--- src/rtl/uart_mmio_if.sv ---
// CPU data-bus view of the UART bridge: address, store/load strobes and read-back.
// The CPU side drives the master modport and the bridge is the slave.
interface uart_mmio_if;
    logic [7:0] addr;
    logic [7:0] w_data;
    logic       w_en;
    logic       rd_en;
    logic       sel;
    logic [7:0] r_data;

    modport master (output addr, w_data, w_en, rd_en, input sel, r_data);
    modport slave  (input addr, w_data, w_en, rd_en, output sel, r_data);
endinterface

--- src/rtl/uart_mmio.sv ---
// Purpose: MMIO bridge (253 TX data, 254 status, 255 RX data) with TX/RX byte FIFOs; optional irq via UART_MMIO_IRQ_EN.
// Latency: sel/r_data combinational; a queued byte launches on tx_en one cycle after the FSM sees busy_flag low.
// Backpressure: stores to a full TX FIFO are dropped; RX bytes arriving while full are dropped and set rx_overrun.
module uart_mmio #(
    parameter int TX_DEPTH     = 4,
    parameter int RX_DEPTH     = 4,
    parameter int BUSY_TIMEOUT = 4
) (
    input  logic       clock,
    input  logic       reset_n,
    uart_mmio_if.slave bus,
    output logic [7:0] tx_data,
    output logic       tx_en,
    output logic       begin_flag,
    output logic       rx_en,
    input  logic       busy_flag,
    input  logic [7:0] rx_data,
    input  logic       receive_flag,
    output logic       irq
);
    localparam int TAW = $clog2(TX_DEPTH);
    localparam int RAW = $clog2(RX_DEPTH);
    localparam int TW  = $clog2(BUSY_TIMEOUT) + 1;

    localparam logic [1:0] S_IDLE      = 2'd0;
    localparam logic [1:0] S_LAUNCH    = 2'd1;
    localparam logic [1:0] S_WAIT_BUSY = 2'd2;
    localparam logic [1:0] S_WAIT_DONE = 2'd3;

    logic [7:0]   tx_mem [TX_DEPTH];
    logic [TAW:0] tx_wp, tx_rp;
    logic [7:0]   rx_mem [RX_DEPTH];
    logic [RAW:0] rx_wp, rx_rp;

    logic         tx_empty, tx_full, rx_empty, rx_full;
    logic         hit_tx, hit_st, hit_rx;
    logic         tx_push, tx_pop, rx_push, rx_pop, rx_accept, ovr_set, ovr_clr;
    logic         rx_overrun, rf_q;
    logic [1:0]   state;
    logic [TW-1:0] tmo_cnt;
    logic [7:0]   status;

    assign tx_empty = (tx_wp == tx_rp);
    assign tx_full  = (tx_wp[TAW] != tx_rp[TAW]) && (tx_wp[TAW-1:0] == tx_rp[TAW-1:0]);
    assign rx_empty = (rx_wp == rx_rp);
    assign rx_full  = (rx_wp[RAW] != rx_rp[RAW]) && (rx_wp[RAW-1:0] == rx_rp[RAW-1:0]);

    assign hit_tx  = (bus.addr == 8'd253);
    assign hit_st  = (bus.addr == 8'd254);
    assign hit_rx  = (bus.addr == 8'd255);
    assign bus.sel = hit_tx | hit_st | hit_rx;
    assign status  = {3'b000, busy_flag, tx_empty, rx_overrun, ~rx_empty, tx_full};

    always_comb begin
        bus.r_data = 8'h00;
        if (hit_st)
            bus.r_data = status;
        else if (hit_rx && !rx_empty)
            bus.r_data = rx_mem[rx_rp[RAW-1:0]];
    end

    assign tx_push = bus.w_en & hit_tx & ~tx_full;
    assign tx_pop  = (state == S_LAUNCH);

    // A full RX FIFO still accepts a byte when the CPU pops in the same cycle.
    assign rx_push   = receive_flag & ~rf_q;
    assign rx_pop    = bus.rd_en & hit_rx & ~rx_empty;
    assign rx_accept = rx_push & (~rx_full | rx_pop);
    assign ovr_set   = rx_push & rx_full & ~rx_pop;
    assign ovr_clr   = bus.rd_en & hit_st;

    always_ff @(posedge clock) begin
        if (tx_push)
            tx_mem[tx_wp[TAW-1:0]] <= bus.w_data;
        if (rx_accept)
            rx_mem[rx_wp[RAW-1:0]] <= rx_data;
    end

    always_ff @(posedge clock or negedge reset_n) begin
        if (!reset_n) begin
            tx_wp      <= '0;
            tx_rp      <= '0;
            rx_wp      <= '0;
            rx_rp      <= '0;
            rx_overrun <= 1'b0;
            rf_q       <= 1'b0;
            rx_en      <= 1'b0;
        end else begin
            if (tx_push)   tx_wp <= tx_wp + 1'b1;
            if (tx_pop)    tx_rp <= tx_rp + 1'b1;
            if (rx_accept) rx_wp <= rx_wp + 1'b1;
            if (rx_pop)    rx_rp <= rx_rp + 1'b1;
            rx_overrun <= ovr_set | (rx_overrun & ~ovr_clr);
            rf_q       <= receive_flag;
            rx_en      <= 1'b1;
        end
    end

    // tx_data is loaded on entry to LAUNCH; the head is popped as LAUNCH ends.
    always_ff @(posedge clock or negedge reset_n) begin
        if (!reset_n) begin
            state      <= S_IDLE;
            tx_data    <= 8'h00;
            tx_en      <= 1'b0;
            begin_flag <= 1'b0;
            tmo_cnt    <= '0;
        end else begin
            tx_en      <= 1'b0;
            begin_flag <= 1'b0;
            case (state)
                S_IDLE: begin
                    if (!tx_empty && !busy_flag) begin
                        state      <= S_LAUNCH;
                        tx_data    <= tx_mem[tx_rp[TAW-1:0]];
                        tx_en      <= 1'b1;
                        begin_flag <= 1'b1;
                    end
                end
                S_LAUNCH: begin
                    state   <= S_WAIT_BUSY;
                    tmo_cnt <= '0;
                end
                S_WAIT_BUSY: begin
                    if (busy_flag)
                        state <= S_WAIT_DONE;
                    else if (tmo_cnt == TW'(BUSY_TIMEOUT - 1))
                        state <= S_IDLE;
                    else
                        tmo_cnt <= tmo_cnt + 1'b1;
                end
                S_WAIT_DONE: begin
                    if (!busy_flag)
                        state <= S_IDLE;
                end
                default: state <= S_IDLE;
            endcase
        end
    end

`ifdef UART_MMIO_IRQ_EN
    logic tx_irq_arm;

    always_ff @(posedge clock or negedge reset_n) begin
        if (!reset_n) begin
            tx_irq_arm <= 1'b0;
            irq        <= 1'b0;
        end else begin
            if (bus.w_en && hit_tx)
                tx_irq_arm <= 1'b1;
            else if (bus.rd_en && hit_st)
                tx_irq_arm <= 1'b0;
            irq <= ~rx_empty | rx_overrun | (tx_empty & tx_irq_arm);
        end
    end
`else
    assign irq = 1'b0;
`endif
endmodule

--- src/flat_wrapper.sv ---
// flat-port wrapper written by rule: the top's interface ports become plain ports
module uart_mmio_flat 
#(
    parameter int TX_DEPTH     = 4,
    parameter int RX_DEPTH     = 4,
    parameter int BUSY_TIMEOUT = 4
)
  (clock, reset_n, tx_data, tx_en, begin_flag, rx_en, busy_flag, rx_data, receive_flag, irq, bus_addr, bus_w_data, bus_w_en, bus_rd_en, bus_sel, bus_r_data);
  uart_mmio_if bus_i ();
  input  logic clock;
  input  logic reset_n;
  output logic [7:0] tx_data;
  output logic tx_en;
  output logic begin_flag;
  output logic rx_en;
  input  logic busy_flag;
  input  logic [7:0] rx_data;
  input  logic receive_flag;
  output logic irq;
  input wire logic [$bits(bus_i.addr)-1:0] bus_addr;
  input wire logic [$bits(bus_i.w_data)-1:0] bus_w_data;
  input wire logic [$bits(bus_i.w_en)-1:0] bus_w_en;
  input wire logic [$bits(bus_i.rd_en)-1:0] bus_rd_en;
  output wire logic [$bits(bus_i.sel)-1:0] bus_sel;
  output wire logic [$bits(bus_i.r_data)-1:0] bus_r_data;
  assign bus_i.addr = bus_addr;
  assign bus_i.w_data = bus_w_data;
  assign bus_i.w_en = bus_w_en;
  assign bus_i.rd_en = bus_rd_en;
  assign bus_sel = bus_i.sel;
  assign bus_r_data = bus_i.r_data;
  uart_mmio #(.TX_DEPTH(TX_DEPTH), .RX_DEPTH(RX_DEPTH), .BUSY_TIMEOUT(BUSY_TIMEOUT)) u_core (.clock(clock), .reset_n(reset_n), .bus(bus_i), .tx_data(tx_data), .tx_en(tx_en), .begin_flag(begin_flag), .rx_en(rx_en), .busy_flag(busy_flag), .rx_data(rx_data), .receive_flag(receive_flag), .irq(irq));
endmodule
--- config.mk ---
export PLATFORM = sky130hd
export DESIGN_NAME = uart_mmio_flat
export DESIGN_NICKNAME = d
export VERILOG_FILES = /design/src/rtl/uart_mmio_if.sv /design/src/rtl/uart_mmio.sv /design/src/flat_wrapper.sv
export SDC_FILE = /design/constraint.sdc
export NUM_CORES = 1
export LEC_CHECK = 0
export BUFFER_PORTS_ARGS = -buffer_cell sky130_fd_sc_hd__buf_2
export CORE_MARGIN = 3
export CORE_UTILIZATION = 36
export CTS_CLUSTER_SIZE = 12
export DETAILED_ROUTE_END_ITERATION = 10
export PLACE_DENSITY = 0.55
export RECOVER_POWER = 25
export SYNTH_ARGS = -nofsm -noshare
export SYNTH_HDL_FRONTEND = slang
export SYNTH_SLANG_ARGS = --single-unit
--- constraint.sdc ---
create_clock -name clock -period 1.9 [get_ports clock]
set_clock_uncertainty 0.15 [all_clocks]
set_input_delay 0.19 -clock clock [delete_from_list [all_inputs] [get_ports clock]]
set_output_delay 0.19 -clock clock [all_outputs]
set_load 0.01 [all_outputs]
==> results.md <==
* Outcome: finished, violations left
* Violations in the final reports: negative setup slack
* Post-synthesis compound-gate area fraction at 0.0332
* Vias in the first global route at 2,388
* Crit path launch type: flop
* Final Critical Period at a little over 2 ns
* Crit. Startpoint: u_core.rx_rp[0]$_DFFE_PN0P_
* Die H at around 110 um
* Kind of critical path: reg2out
* Seq pwr share at 0.478
* Fin. max-slew vios at 0
* RSZ-0062 raised after global routing: true
* Setup violators final at 16
* Worst endpoint required time at between 1.5 and 2 ns
* Hold crit path type: in2reg
* Seq/Total Area, Yosys at 0.669
* DR iter-0 viols at 55
* Setup crit end kind: primary output
* Mux cell area share after synthesis at 0.133
* Wirelength per Cell at between 15 and 20 um
* Crit share post-route at 1.07
* Stages on worst setup path at 5
* Simple-Gate Fraction of Synth Area at 0.0698
* Fmax achieved at ~0.49 GHz
* Largest area contributor in the netlist: edfxtp_1
* Reg area at 2650 sq um
* Largest family of logic cells by synthesized area: multiplexers
* Max Cap Violations at 0
* Placed cell area at 4610 sq um
* Synth Instances at about 240
* Footprint of the multi-input gates at between 1000 and 1500 sq um
* Input/output buffers at between 40 and 50
* Final hold slack at roughly 0.11 ns
* Power share of the clock group at 0.220
* Max Root-Sink Buffers at 2
* Crit-path slowest cell: mux4_2
* Buf+Inv Stages, Crit Path at 3
* Synthesis-stage register bit count at 93
* Post-Place Worst Slack at -0.180 ns
* Critical path peak fanout at 5
* Worst IR Drop VDD at around 450 uV
* R2r setup slk at -0.05 ns
* Mapped Avg Cell Area at approximately 17 sq um
* FFs w/ async S/R, synth at 0.312
* Core area at about 11,000 sq um
* Setup TNS at -1.31 ns
* Final Hold Vio Count at 0
* Syn. warnings at 0
* Via/cell ratio at 4.64
* Num CTS Buffers at 9
* DRT Pass-1 Iters at 4
* Final instance area at between 5000 and 6000 sq um
* # H-tree levels at 3
* Mapped cell area at just under 4000 sq um
* Total GRT Usage at 0.132
* Synth cell count leaders: 64 x edfxtp_1, 29 x dfrtp_1, 16 x nand2_1
* NetSw at about 1.6 mW
* WL final at roughly 7700 um
* Critical Path AT at between 1.5 and 2 ns
* Clock root cell: clkbuf_8
* Placed cell count at between 400 and 500
* Cell with the most instances after synthesis: edfxtp_1
* Largest net degree at the start of global routing at 30
* Gr ovfl total at 0
* Crit path to: bus_r_data[3]
* Main flop type after synthesis: edfxtp_1
* Non-Filler Instances at about 480
* Area share of the largest cell type after synthesis at 0.485
* Synthesized-area fraction occupied by adder cells at 0.0379
* Fillcell total at between 900 and 1,000
* Area growth syn-to-layout at 29.3%
* I/O Pins at a little over 50
* P per Cell Area at 1110 nW/um^2
* Relative slew margins at 0.553
* Synth Area in XOR/XNOR at 0.0348
* Final antenna-violating net count at 0
* FP Rows at 37
* ANT cells at 0
* Syn_nets at around 280
* CP Cell Sequence: buf_12 > mux4_2 > inv_2 > o21ai_2 > buf_2
* Worst slew pin tran at 0.670 ns
* R2r endpoint: u_core.tx_data[3]$_DFFE_PN0P_
* Number of synthesized flops with an enable pin at 64
* Clock transition at path regs at ~0.08 ns
* GP Congestion at roughly 0.75
* Vias at about 2,200
* Dominant cells by area after synthesis: edfxtp_1 49%, dfrtp_1 18%, mux4_1 5.3%
* Worst R2R Start: u_core.tx_wp[0]$_DFFE_PN0P_
* Slack of the critical path at -0.131 ns
* Fin nets at ~390
* Die area at approximately 12,000 sq um
* Count of different cell masters after synthesis at 38
* CP max stage delay at ~0.5 ns
* Combinational power share at 0.302
* LEAKAGE at ~2.0 nW
* Initial Util at 0.377
* DP Wirelength at roughly 5500 um
* Drc violations at 0
* Skew-Pair Late Insertion Delay at approximately 0.35 ns
* Global-route wire length before repair at between 10,000 and 15,000 um
* TritonCTS clock tree: done
* Initial antenna violation count at 0
* Switching part of the total at 0.288
* Share of post-route cells with drive strength above 1 at 0.399
* Clk sink count at 93
* Pint at roughly 4 mW
* Die Wd at between 100 and 150 um
* Register-to-Register Path Depth at 6
* Crit path max-delay family: multiplexers
==> placed cells by master, fill, tap and decap left out, types with 3 or more instances in the layout <==
master	instances
dlygate4sd3_1	19
inv_2	5
nor2b_1	5
clkbuf_1	13
mux2_2	3
mux4_2	8
xnor2_1	7
o21ai_0	4
mux2_4	9
nand2_1	16
nor2_1	5
buf_2	37
clkbuf_8	9
xnor2_2	3
and2_4	7
nand3_1	3
inv_1	5
ha_1	12
buf_4	30
dfrtp_1	28
mux4_1	8
edfxtp_1	64
buf_6	4
==> worst min-delay path by stage <==
stage                    from                       endpoint  slack (ns)  cells after the start
floorplan             reset_n          u_core.rf_q$_DFF_PN0_       -0.26                      0
global placement      reset_n  u_core.tx_data[2]$_DFFE_PN0P_        0.12                      1
detailed placement    reset_n  u_core.tx_data[2]$_DFFE_PN0P_        0.12                      1
CTS                  bus_w_en    u_core.tx_wp[2]$_DFFE_PN0P_        0.09                      4
global route        bus_rd_en    u_core.rx_overrun$_DFF_PN0_        0.12                      4
finish               bus_w_en    u_core.tx_wp[2]$_DFFE_PN0P_        0.11                      4
==> through the flow <==
stage,total power [mW],util
2_1_floorplan,3.71,-
3_3_place_gp,4.27,0.439
3_5_place_dp,4.29,0.439
4_1_cts,5.68,0.484
5_1_grt,6.01,0.487
6_report,5.66,0.487
==> power groups by stage <==
stage	clock (mW)	sequential (mW)	combinational (mW)
after floorplan	0	2.73	0.973
after global placement	0	2.73	1.54
after detailed placement	0	2.73	1.56
after CTS	1.29	2.70	1.69
after global routing	1.38	2.75	1.87
final	1.25	2.70	1.71
==> per-layer routing <==
metal / up-vias / track usage / part of all wire
met5: - / 0 / 0
met4: 0 / 0.0616 / 0.018
met3: 10 / 0.0246 / 0.033
met2: 38 / 0.197 / 0.46
met1: 1108 / 0.188 / 0.49
li1: 1089 / - / -
==> worst reg2reg max path, delay by kind of cell, from the launching register on <==
kind	cells	cell delay (ns)
compound gates	1	0.42
flops	1	0.41
buf+inv	2	0.32
mux	1	0.30
xor+xnor	1	0.19
simple gates	1	0.05
==> state kept, by name, summed over array words and instances (netlist names), 2 cells and up <==
signal / cells
u_core.tx_rp: 3
u_core.tx_data: 8
u_core.state: 2
u_core.rx_mem: 32
u_core.tmo_cnt: 3
u_core.rx_rp: 3
u_core.tx_mem: 32
u_core.rx_wp: 3
u_core.tx_wp: 3
==> cells by family after synthesis <==
logic type,after synthesis
flip-flops,93
AND/OR/NAND/NOR,53
multiplexers,28
AO/OA/AOI/OAI,17
buffers and inverters,17
XOR/XNOR,14
adder cells (fa/ha/maj),12
other,2
==> cell type report <==
cell class | count | share of cell area
Multi-Input combinational cell | 126 | 0.264
Clock buffer | 11 | 0.0257
Timing Repair Buffer | 103 | 0.142
Tap cell | 136 | 0.0332
Clock inverter | 5 | 0.0103
Inverter | 10 | 0.00733
Sequential cell | 93 | 0.517
==> what timing repair did <==
action,4_1_cts,5_1_grt
pin swaps,5,8
hold endpoints to repair,95,0
hold buffers,19,0
gates resized for setup,24,14
setup endpoints to repair,45,79
buffers inserted,5,0
No activity file was read; power rests on OpenSTA's default activity.
